--- config.mk ---
export PLATFORM = sky130hd
export DESIGN_NAME = fifo_pack
export DESIGN_NICKNAME = d
export VERILOG_FILES = /design/src/rtl/fifo_pkg.sv /design/src/rtl/sfifo_ram.sv /design/src/rtl/fifo_pack.sv
export SDC_FILE = /design/constraint.sdc
export NUM_CORES = 1
export LEC_CHECK = 0
export CAP_MARGIN = 20
export CORE_ASPECT_RATIO = 2
export CORE_UTILIZATION = 25
export DETAILED_ROUTE_END_ITERATION = 12
export GPL_ROUTABILITY_DRIVEN = 0
export SLEW_MARGIN = 15
export SYNTH_ARGS = -nofsm -noshare
export SYNTH_HDL_FRONTEND = slang
export SYNTH_SLANG_ARGS = --single-unit
export TNS_END_PERCENT = 10
--- constraint.sdc ---
create_clock -name clk -period 12.17 [get_ports clk]
set_input_delay 1.217 -clock clk [delete_from_list [all_inputs] [get_ports clk]]
set_output_delay 1.217 -clock clk [all_outputs]
set_load 0.02 [all_outputs]
--- src/rtl/fifo_pkg.sv ---
// Shared helpers for the width-upsizing FIFO family: width calculation,
// parameter legality and the default wide-word width.
package fifo_pkg;

  localparam int unsigned OUT_W_DEFAULT = 64;

  function automatic int unsigned fp_clog2(input int unsigned n);
    int unsigned w;
    w = 0;
    for (int unsigned i = 0; i < 32; i++) begin
      if ((64'd1 << i) < 64'(n)) w = i + 1;
    end
    return w;
  endfunction

  function automatic bit fifo_params_ok(input int unsigned ratio,
                                        input int unsigned depth,
                                        input int unsigned af_thresh);
    return (ratio >= 2) && (depth >= 2) && ((depth & (depth - 1)) == 0) &&
           (af_thresh >= 1) && (af_thresh <= depth);
  endfunction

endpackage

--- src/rtl/sfifo_ram.sv ---
// DEPTH x W storage array: synchronous write port, asynchronous read port.
module sfifo_ram #(
  parameter int unsigned W     = 64,
  parameter int unsigned DEPTH = 8,
  parameter int unsigned AW    = 3
) (
  input  logic          clk,
  input  logic          we,
  input  logic [AW-1:0] waddr,
  input  logic [W-1:0]  wdata,
  input  logic [AW-1:0] raddr,
  output logic [W-1:0]  rdata
);

  logic [W-1:0] r_mem [DEPTH];

  always_ff @(posedge clk) begin
    if (we) r_mem[waddr] <= wdata;
  end

  assign rdata = r_mem[raddr];

endmodule

--- src/rtl/fifo_pack.sv ---
// Width-upsizing FIFO: packs RATIO narrow words little-endian into one wide
// word, stores wide words in a circular buffer, show-ahead read side.
module fifo_pack
  import fifo_pkg::*;
#(
  parameter int unsigned IN_W      = OUT_W_DEFAULT / 4,
  parameter int unsigned RATIO     = 4,
  parameter int unsigned DEPTH     = 8,
  parameter int unsigned AF_THRESH = 6
) (
  input  logic                             clk,
  input  logic                             rst,
  input  logic                             wr_en,
  input  logic [IN_W-1:0]                  wr_data,
  output logic                             wr_full,
  input  logic                             flush,
  input  logic                             rd_en,
  output logic                             data_valid,
  output logic [IN_W*RATIO-1:0]            up_data,
  output logic [fp_clog2(DEPTH+1)-1:0]     level,
  output logic                             almost_full,
  output logic                             overflow
);

  localparam int unsigned OUT_W = IN_W * RATIO;
  localparam int unsigned PW    = fp_clog2(DEPTH);
  localparam int unsigned LW    = fp_clog2(DEPTH + 1);
  localparam int unsigned CW    = fp_clog2(RATIO);

  if (!fifo_params_ok(RATIO, DEPTH, AF_THRESH)) begin : g_bad_params
    $error("fifo_pack: illegal RATIO/DEPTH/AF_THRESH combination");
  end

  logic [OUT_W-1:0] r_pack;
  logic [CW-1:0]    r_pack_cnt;
  logic             r_flush_pend;
  logic [PW-1:0]    r_wptr;
  logic [PW-1:0]    r_rptr;
  logic [LW-1:0]    r_level;
  logic             r_almost_full;
  logic             r_overflow;

  logic [OUT_W-1:0] w_pack_merged;
  logic [OUT_W-1:0] w_rdata;
  logic [LW-1:0]    w_level_nxt;
  logic             w_store_full;
  logic             w_last_lane;
  logic             w_accept;
  logic             w_complete;
  logic             w_flush_req;
  logic             w_push;
  logic             w_pop;

  assign w_store_full = (r_level == LW'(DEPTH));
  assign w_last_lane  = (r_pack_cnt == CW'(RATIO - 1));
  // A pending flush freezes the pack so the deferred push sees exactly what was flushed.
  assign wr_full      = (w_store_full && w_last_lane) || r_flush_pend;
  assign w_accept     = wr_en && !wr_full;
  assign w_complete   = w_accept && w_last_lane;
  assign w_flush_req  = (flush && !w_complete && (w_accept || (r_pack_cnt != '0)))
                        || r_flush_pend;
  assign w_push       = w_complete || (w_flush_req && !w_store_full);
  assign w_pop        = rd_en && (r_level != '0);

  always_comb begin
    w_pack_merged = r_pack;
    if (w_accept) begin
      for (int unsigned k = 0; k < RATIO; k++) begin
        if (r_pack_cnt == CW'(k)) w_pack_merged[k*IN_W +: IN_W] = wr_data;
      end
    end
  end

  always_comb begin
    w_level_nxt = r_level;
    case ({w_push, w_pop})
      2'b10:   w_level_nxt = r_level + 1'b1;
      2'b01:   w_level_nxt = r_level - 1'b1;
      default: w_level_nxt = r_level;
    endcase
  end

  always_ff @(posedge clk or posedge rst) begin
    if (rst) begin
      r_pack        <= '0;
      r_pack_cnt    <= '0;
      r_flush_pend  <= 1'b0;
      r_wptr        <= '0;
      r_rptr        <= '0;
      r_level       <= '0;
      r_almost_full <= 1'b0;
      r_overflow    <= 1'b0;
    end else begin
      r_level       <= w_level_nxt;
      r_almost_full <= (w_level_nxt >= LW'(AF_THRESH));
      if (wr_en && wr_full) r_overflow <= 1'b1;
      if (w_push) r_wptr <= r_wptr + 1'b1;
      if (w_pop)  r_rptr <= r_rptr + 1'b1;
      if (w_push) begin
        r_pack       <= '0;
        r_pack_cnt   <= '0;
        r_flush_pend <= 1'b0;
      end else begin
        if (w_accept) begin
          r_pack     <= w_pack_merged;
          r_pack_cnt <= r_pack_cnt + 1'b1;
        end
        if (w_flush_req) r_flush_pend <= 1'b1;
      end
    end
  end

  sfifo_ram #(
    .W     (OUT_W),
    .DEPTH (DEPTH),
    .AW    (PW)
  ) u_ram (
    .clk   (clk),
    .we    (w_push),
    .waddr (r_wptr),
    .wdata (w_pack_merged),
    .raddr (r_rptr),
    .rdata (w_rdata)
  );

  assign data_valid  = (r_level != '0);
  assign up_data     = data_valid ? w_rdata : '0;
  assign level       = r_level;
  assign almost_full = r_almost_full;
  assign overflow    = r_overflow;

endmodule

==> flow_summary.yaml <==
power_and_ir_drop:
  ir_drop_uv: 121
  p_switching_uw: 2310
  p_leak_uw: 0.00924
  internal_power_uw: 4680
  seqPwrFrac_pct: 41.4
  p_total_uw: 6980
  power_frac_comb_pct: 35.4
  p_per_area_nw_per_um2: 256
  swShare_pct: 33.0
  clkPwrFrac_pct: 23.2
worst_setup_path:
  r2r_cells: 12
  path_class: "flip-flop to primary output"
  r2r_slack_ns: 8.64
  crit_fanout: 68
  cp_cell_sequence: "buf_4 > mux4_2 > mux2i_1 > nor2_1 > clkdlybuf4s50_1"
  critical-path-max-stage-delay_ns: 1.07
  crit_required_ns: 10.95
  slowest_stage: "dfrtp_4"
  critPathLaunchType: "flip-flop"
  cp.arrival_ns: 4.08
  setup.worst_path.end_class: "primary output"
die:
  dieArea_um2: 93800
  fp.coreArea_um2: 91500
  ios: 93
  die_x_um: 217
  die_h_um: 432
  start_util_pct: 25.3
  rows: 157
routing:
  ant_nets: 0
  via_per_inst: 4.42
  routed-via-count: 10900
  drtIter0Drc: 839
  drc: 0
  drt_wl_total_mm: 55.8
  wire_per_inst_um: 22.6
  first_pass_iters: 5
worst_hold_path:
  hold_class: "flip-flop to flip-flop"
  holdPathStages: 1
finish:
  finalNonFillerCells: 2465
  drive_above_1_share_pct: 25.0
  area_growth_pct: 17.7
  final_common_cell: "edfxtp_1"
  n_antenna_cell: 0
  seq_area_um2: 17400
  finalNetCount: 1262
  multi_input_area_um2: 5550
  fill_cells: 9031
  final_cell_mix: "512 x edfxtp_1, 128 x mux4_2, 92 x clkdlybuf4s50_1"
timing:
  finalClockSkew_ns: 0.0482
  hold_violations: 0
  fin_setup_tns_ns: 0
  rsz0062_at_grt: "false"
  drv_slew: 0
  fin_crit_sh_pct: 43.6
  max_slew.worst_pin.slew_ns: 1.06
  fin_crit_ns: 5.30
  fmax_ghz: 0.189
  fin_ws_ns: 6.87
  finalSetupViolations: 0
  relSlewSlack_pct: 29.3
synth:
  synth_seq_cells: 591
  synth_cell_type_count: 35
  yosys_warnings: 0
  syn_avg_cell_area_um2: 20.7
  yosysSeqAreaShare_pct: 75.0
  synth_nets: 1150
  synth_area_um2: 23100
  syn_inst: 1120
cts:
  ctsResizeCount: 0
  clk_pin_slew_worst_paths_ns: 0.07
  cts-root-buf: "clkbuf_16"
  ctsHoldBuffers: 0
  insertion_delay_ns: 0.63
  tritoncts: "done"
  cts_setup_buffers: 0
  numCtsBuffers: 49
  cts.sinks: 591
  cts-htree-levels: 2
  clock_path_buffers: 3
global_route:
  track_usage_pct: 12.0
  grt_pass1_vias: 11700
  antenna_found_initial: 4
  overflow: 0
  grt_max_degree: 74
  grt_pass1_wl_mm: 81.1
run:
  cap_viol_max_count: 0
place:
  place_hpwl_mm: 32.4
  io_buffers: 92
  dpl.cell_count: 2372
  post-place-ws_ns: 7.30
run_status:
  status: "completed"
final cells by class:
type                            count  area share [%]
Sequential cell                   591            63.8
Multi-Input combinational cell    462            20.4
Tap cell                         1192            5.48
Clock buffer                       66            4.89
Timing Repair Buffer              121            4.26
Clock inverter                     26            1.14
Inverter                            7           0.101
per-stage QoR:
stage                     area (um^2)  utilization (%)  hold WS (ns)
after floorplan                 23100                -         0.447
after global placement          25600             27.9         0.463
after detailed placement        25600             27.9         0.466
after CTS                       27200             29.7         0.488
after global routing            27200             29.7         0.495
final                           27200             29.7         0.482
sequential cells by signal (all words and copies together), names as in the netlist:
| register | cells |
|---|---|
| almost_full | 1 |
| r_rptr | 3 |
| u_ram.r_mem | 512 |
| r_wptr | 3 |
| r_pack | 64 |
| r_pack_cnt | 2 |
| r_flush_pend | 1 |
| level | 4 |
| overflow | 1 |
worst max-delay path, delay by kind of cell (launching register included):
family        cells  cell delay [ns]
flops             1             1.07
mux               2             0.44
simple gates      1             0.30
buf+inv           2             1.57
final timing paths:
path                                           startpoint                     end
worst max-delay path                r_rptr[1]$_DFFE_PP0P_             up_data[34]
worst min-delay path               r_pack[55]$_DFFE_PP0P_  r_pack[55]$_DFFE_PP0P_
worst max register to register  r_pack_cnt[0]$_DFFE_PP0P_   almost_full$_DFF_PP0_
worst min register to register     r_pack[55]$_DFFE_PP0P_  r_pack[55]$_DFFE_PP0P_
max in group asynchronous                             rst   r_rptr[1]$_DFFE_PP0P_
min in group asynchronous                             rst   r_wptr[1]$_DFFE_PP0N_
cell usage after synthesis:
cell | n | area share (%)
edfxtp_1 | 512 | 66
mux4_2 | 128 | 12
dfrtp_1 | 79 | 8.5
nor2_1 | 71 | 1.2
mux2_2 | 67 | 3.3
mux2i_1 | 67 | 2.9
and2_1 | 65 | 1.8
clkbuf_1 | 31 | 0.50
buf_2 | 15 | 0.32
buf_1 | 9 | 0.15
ha_1 | 9 | 0.49
nand2_1 | 9 | 0.15
inv_1 | 7 | 0.11
xnor2_1 | 6 | 0.23
a21oi_1 | 4 | 0.087
buf_4 | 4 | 0.13
nor4b_1 | 4 | 0.15
a211oi_2 | 3 | 0.16
a21o_1 | 3 | 0.097
nor2b_1 | 3 | 0.081
nor3_1 | 3 | 0.065
nor4_1 | 3 | 0.081
o21ai_0 | 3 | 0.065
nand2b_1 | 2 | 0.054
nand4_1 | 2 | 0.054
xor2_1 | 2 | 0.076
a211oi_1 | 1 | 0.032
a31o_2 | 1 | 0.038
clkbuf_8 | 1 | 0.059
nand2_2 | 1 | 0.027
nand3_1 | 1 | 0.022
nand4b_1 | 1 | 0.038
nor4b_4 | 1 | 0.10
o2111ai_1 | 1 | 0.038
o211ai_1 | 1 | 0.032
per-layer routing:
layer	vias to the layer above	share of wire, %	wire length (um)	track usage (%)
met5	-	0.016	9	0
met4	2	2.9	1600	4.38
met3	66	3.9	2200	1.51
met2	252	54	30000	21.9
met1	5899	39	22000	14.2
li1	4668	-	-	-
logic make-up (layout without fill, tap and decap cells):
logic type,Yosys count,in the layout,share of synthesized area (%)
DFF,591,591,75.0
xor gates and xnor gates,8,8,0.303
adders and majority gates,9,9,0.487
buffers and inverters,67,220,1.28
muxes,262,262,18.6
and+or+nand+nor,166,166,3.73
AOI/OAI and AO/OA,17,17,0.552
power groups by stage:
stage               clock (uW)  sequential (uW)  combinational, uW
floorplan                    0             2830               1620
detailed placement           0             2940               2540
global placement             0             2920               2500
finish                    1620             2890               2470
global route              1730             2920               2670
CTS                       1660             2900               2540
(Power assumes the default switching activity.)
==> patch 1, RTL diff (same settings) <==
Change the package constant `OUT_W_DEFAULT` from 64 to 32.
--- a/src/rtl/fifo_pkg.sv
+++ b/src/rtl/fifo_pkg.sv
@@ -2,7 +2,7 @@
 // parameter legality and the default wide-word width.
 package fifo_pkg;
 
-  localparam int unsigned OUT_W_DEFAULT = 64;
+  localparam int unsigned OUT_W_DEFAULT = 32;
 
   function automatic int unsigned fp_clog2(input int unsigned n);
     int unsigned w;
Ports: changed (resized up_data and wr_data); port bits go from 93 to 53. The function was not compared with the original's and may differ.
==> patch 1 against the original RTL <==
Sequential cell count is 288 lower; maximum frequency increased by 11%; core utilization about the same; area after synthesis shrank 47%; hold slack improved by 1.6 ps; total power down 49%; wire length down 53%; combinational power is 49% lower; synthesized cell count is 44% lower; final area is 47% lower; non-clock buffer count shrank 54; setup slack better by 530 ps; critical path type unchanged.
==> patch 1: results (changes against the original RTL) <==
status complete, no violations; post-synth net total 644 (-44%); number of flip-flops in the largest register 256 (-50%); count of different cell masters after synthesis 44 (+26%); fin crit share 0.392 (-0.0434); first-pass GRT wire length 39,500 µm (-51%); Synth area leaders edfxtp_1 63%, mux4_2 12%, dfrtp_1 9.6%, mux2_2 3.3%, mux2i_1 2.6%; Synth top cells by count 256 x edfxtp_1, 64 x mux4_2, 47 x dfrtp_1; PortBufs 52 (-43%); vias in the first global route 6,352 (-46%); static leakage 4.82 nW (-48%); largest net degree at the start of global routing 67 (-9.5%); Total Power 3.54 mW (-49%); register area share after synthesis 0.726 (-0.0245); clock network power 0.829 mW (-49%); Worst Path Arrival 3550 ps (-530 ps); Clock Skew 17.0 ps (-31.2 ps); share of layout cells above drive strength 1 0.241 (-0.00877); fillers 4,810 (-47%); CTS root buffer clkbuf_16; Max-slew headroom 0.339 (+0.0457); die footprint 49,800 µm² (-47%); reg2reg path depth 10 (-2); async set-reset flop share out of synthesis 0.155 (+0.0214); Critical Path Fanout Max 39 (-43%); First-pass DRT Iterations 4 (-1); DR iter-0 viols 372 (-56%); GRT Total Usage 0.108 (-0.0112); Reg power frac 0.409 (-0.005); Detailed Place HPWL 15,700 µm (-52%); Layout Nets 701 (-44%); Ant. Diodes 0 (unchanged); CTS H-tree lvls 1 (-1); peak supply drop 0.126 mV (+4.7%); max incr delay on CP 780 ps (-290 ps); DR vias/cell 4.36 (-1.2%); number of antenna violations at the first check in global routing 1 (-3); Num CTS Buffers 24 (-51%); DR WL/cell 19.6 µm (-13%); switching power 1.14 mW (-50%); later-pin clock latency in the skew report 540 ps (-90 ps)
==> patch 1: final cells by class <==
cell class	instances	area [µm²]	area share
clock buffers	26	629	0.0438
clock inverters	18	194	0.0135
inverters	10	37.5	0.00262
multi-input cells	273	3190	0.222
flip-flops and latches	303	8870	0.618
well taps	638	798	0.0556
repair buffers	67	633	0.0441
==> patch 1: final timing paths <==
kind,from,endpoint
setup / recovery,r_rptr[0]$_DFFE_PP0P_,up_data[23]
hold / removal,r_pack[24]$_DFFE_PP0P_,r_pack[24]$_DFFE_PP0P_
setup reg to reg,level[1]$_DFF_PP0_,almost_full$_DFF_PP0_
hold reg to reg,r_pack[24]$_DFFE_PP0P_,r_pack[24]$_DFFE_PP0P_
max in group asynchronous,rst,r_rptr[0]$_DFFE_PP0P_
min in group asynchronous,rst,r_pack[5]$_DFFE_PP0P_
==> patch 1: layer usage <==
metal / GRT usage / wire, µm
met5: 0 / 16
met4: 0.0347 / 575
met2: 0.208 / 14700
met1: 0.120 / 9890
met3: 0.0154 / 1030
==> patch 1: kinds of logic (layout without fill, tap and decap cells) <==
logic type,Yosys count,after routing,synth area share
AOI/OAI and AO/OA,47,47,0.0316
and+or+nand+nor,77,77,0.0327
buffers and inverters,46,121,0.0176
DFF,303,303,0.726
xor gates and xnor gates,8,8,0.00574
muxes,132,132,0.177
adders and majority gates,9,9,0.00922
==> patch 1: per-stage QoR <==
step	cell area (µm²)	hold WS [ps]	std cells	setup slack (ps)
after floorplan	12200	447	622	6290
after global placement	13500	463	1291	7740
after detailed placement	13500	466	1291	7770
after CTS	14400	487	1335	7210
after global routing	14400	492	1335	7140
final	14400	484	1335	7400
==> patch 2, RTL diff (same settings) <==
Made on the original files. Put one more register stage on the output `level`, cleared by the reset. The value now appears one clock later. The other outputs are not delayed to match.
--- a/src/rtl/fifo_pack.sv
+++ b/src/rtl/fifo_pack.sv
@@ -125,7 +125,13 @@
 
   assign data_valid  = (r_level != '0);
   assign up_data     = data_valid ? w_rdata : '0;
-  assign level       = r_level;
+  always_ff @(posedge clk or posedge rst) begin
+    if (rst) begin
+      level <= '0;
+    end else begin
+      level <= r_level;
+    end
+  end
   assign almost_full = r_almost_full;
   assign overflow    = r_overflow;
 
Behaviour: not the same (a bounded check fails within 4 cycles, from zero or initial values and one cycle with rst high).
==> patch 2 against the original RTL <==
Die area is 1.4% higher; core utilization is 0.34 points lower; final area is 0.13% higher; combinational power hardly changed; area after synthesis is 1.4% higher; sequential cell count is 4 higher; hold slack better by 7.5 ps; setup slack better by 140 ps; synthesized cell count is 1.5% higher; sequential share of layout area is 0.29 points higher; sequential power hardly changed; wire length is 1.1% higher; total power is 1.9% lower; largest cell class unchanged; largest power group unchanged.
==> patch 2: results (changes against the original RTL) <==
WL final 56,400 µm (+1.1%); Layout Nets 1,266 (+0.32%); mux cell area share after synthesis 0.183 (-0.00335); CTS H-tree lvls 2 (unchanged); first-pass GRT wire length 83,300 µm (+2.7%); CTS Buffer Depth 3 (unchanged); reg2reg path depth 6 (-6); Critical R2R Launch r_pack_cnt[1]$_DFFE_PP0P_; share of layout cells above drive strength 1 0.238 (-0.0118); vias in the first global route 12,200 (+3.8%); Post-Place Cells 2,389 (+0.72%); worst slew pin tran 1060 ps (-2.33 ps); post-synthesis cell count 1,137 (+1.5%); Placed Area 25,800 µm² (+1.0%); CP Launch Point r_rptr[0]$_DFFE_PP0P_; FMAX 0.194 GHz (+2.6%); dpl ws 7440 ps (+135 ps); async set-reset flop share out of synthesis 0.139 (+0.00582); status complete, no violations; Critical Path Fanout Max 36 (-47%); Hold Path End r_pack[58]$_DFFE_PP0P_; Clock Skew 23.5 ps (-24.7 ps); max incr delay on CP 910 ps (-160 ps); Worst Path Arrival 3950 ps (-130 ps); HP Start r_pack[58]$_DFFE_PP0P_; Num CTS Buffers 45 (-8.2%); peak supply drop 0.125 mV (+4.1%); largest net degree at the start of global routing 61 (-18%); Synth top cells by count 512 x edfxtp_1, 128 x mux4_2, 83 x dfrtp_1; Compound-Gate Fraction of Synth Area 0.0249 (+0.0193); count of different cell masters after synthesis 40 (+14%); number of antenna violations at the first check in global routing 5 (+1); Reg-to-Reg End u_ram.r_mem[6][39]$_DFFE_PP_; static leakage 9.33 nW (+1.1%); DR iter-0 viols 668 (-20%); internal reg-to-reg setup slack 8560 ps (-80 ps); post-synth net total 1,167 (+1.5%); non-filler cells in the finished layout 2,474 (+0.37%); Detailed Place HPWL 33,700 µm (+3.8%); vias 11,100 (+2.4%); later-pin clock latency in the skew report 580 ps (-50 ps); Fin Hold WS 490 ps (+7.54 ps); register area share after synthesis 0.744 (-0.00602); XOR/XNOR Fraction of Synth Area 0.00299 (-0.0000415); First-pass DRT Iterations 4 (-1)
==> patch 2: changes by cell type in the layout (fill, tap and decap cells not counted), moves of 4 or more <==
cell	change
a22o_1	+50
and2_1	-45
dfrtp_1	+4
inv_1	+4
nor4_2	+4
==> patch 2: how the worst max path moves through the flow <==
stage | cells past startpoint | end
3_5_place_dp | 6 | u_ram.r_mem[6][39]$_DFFE_PP_
2_1_floorplan | 6 | u_ram.r_mem[1][0]$_DFFE_PP_
3_3_place_gp | 5 | up_data[15]
4_1_cts | 6 | up_data[15]
6_report | 6 | up_data[15]
5_1_grt | 6 | up_data[15]
==> patch 2: where the power goes <==
group	leakage, nW	switching [mW]	internal [mW]	total [mW]
clock	0.701	0.697	0.788	1.48
combinational	2.67	1.37	1.09	2.47
sequential	5.96	0.199	2.69	2.89
total	9.33	2.27	4.58	6.85
==> patch 2: cell type report <==
cell class | count | area, µm²
diodes | 1 | 2.50
flip-flops and latches | 595 | 17500
fillers | 8898 | 65500
clock buffers | 64 | 1250
inverters | 11 | 42.5
clock inverters | 20 | 186
multi-input cells | 465 | 5680
well taps | 1200 | 1500
repair buffers | 118 | 1140
==> patch 2: metal layers <==
| metal | up-vias | GRT usage | routed length, µm |
|---|---|---|---|
| li1 | 4781 | - | - |
| met5 | - | 0 | 44 |
| met1 | 6038 | 0.139 | 22000 |
| met3 | 91 | 0.0179 | 2270 |
| met2 | 229 | 0.216 | 29900 |
| met4 | 8 | 0.0511 | 2100 |
==> patch 2: worst max-delay path, delay by kind of cell, from the launching register on <==
kind	cells	cell delay (ps)
flip-flops	1	910
multiplexers	2	930
AND/OR/NAND/NOR	1	70
buffers and inverters	3	1380
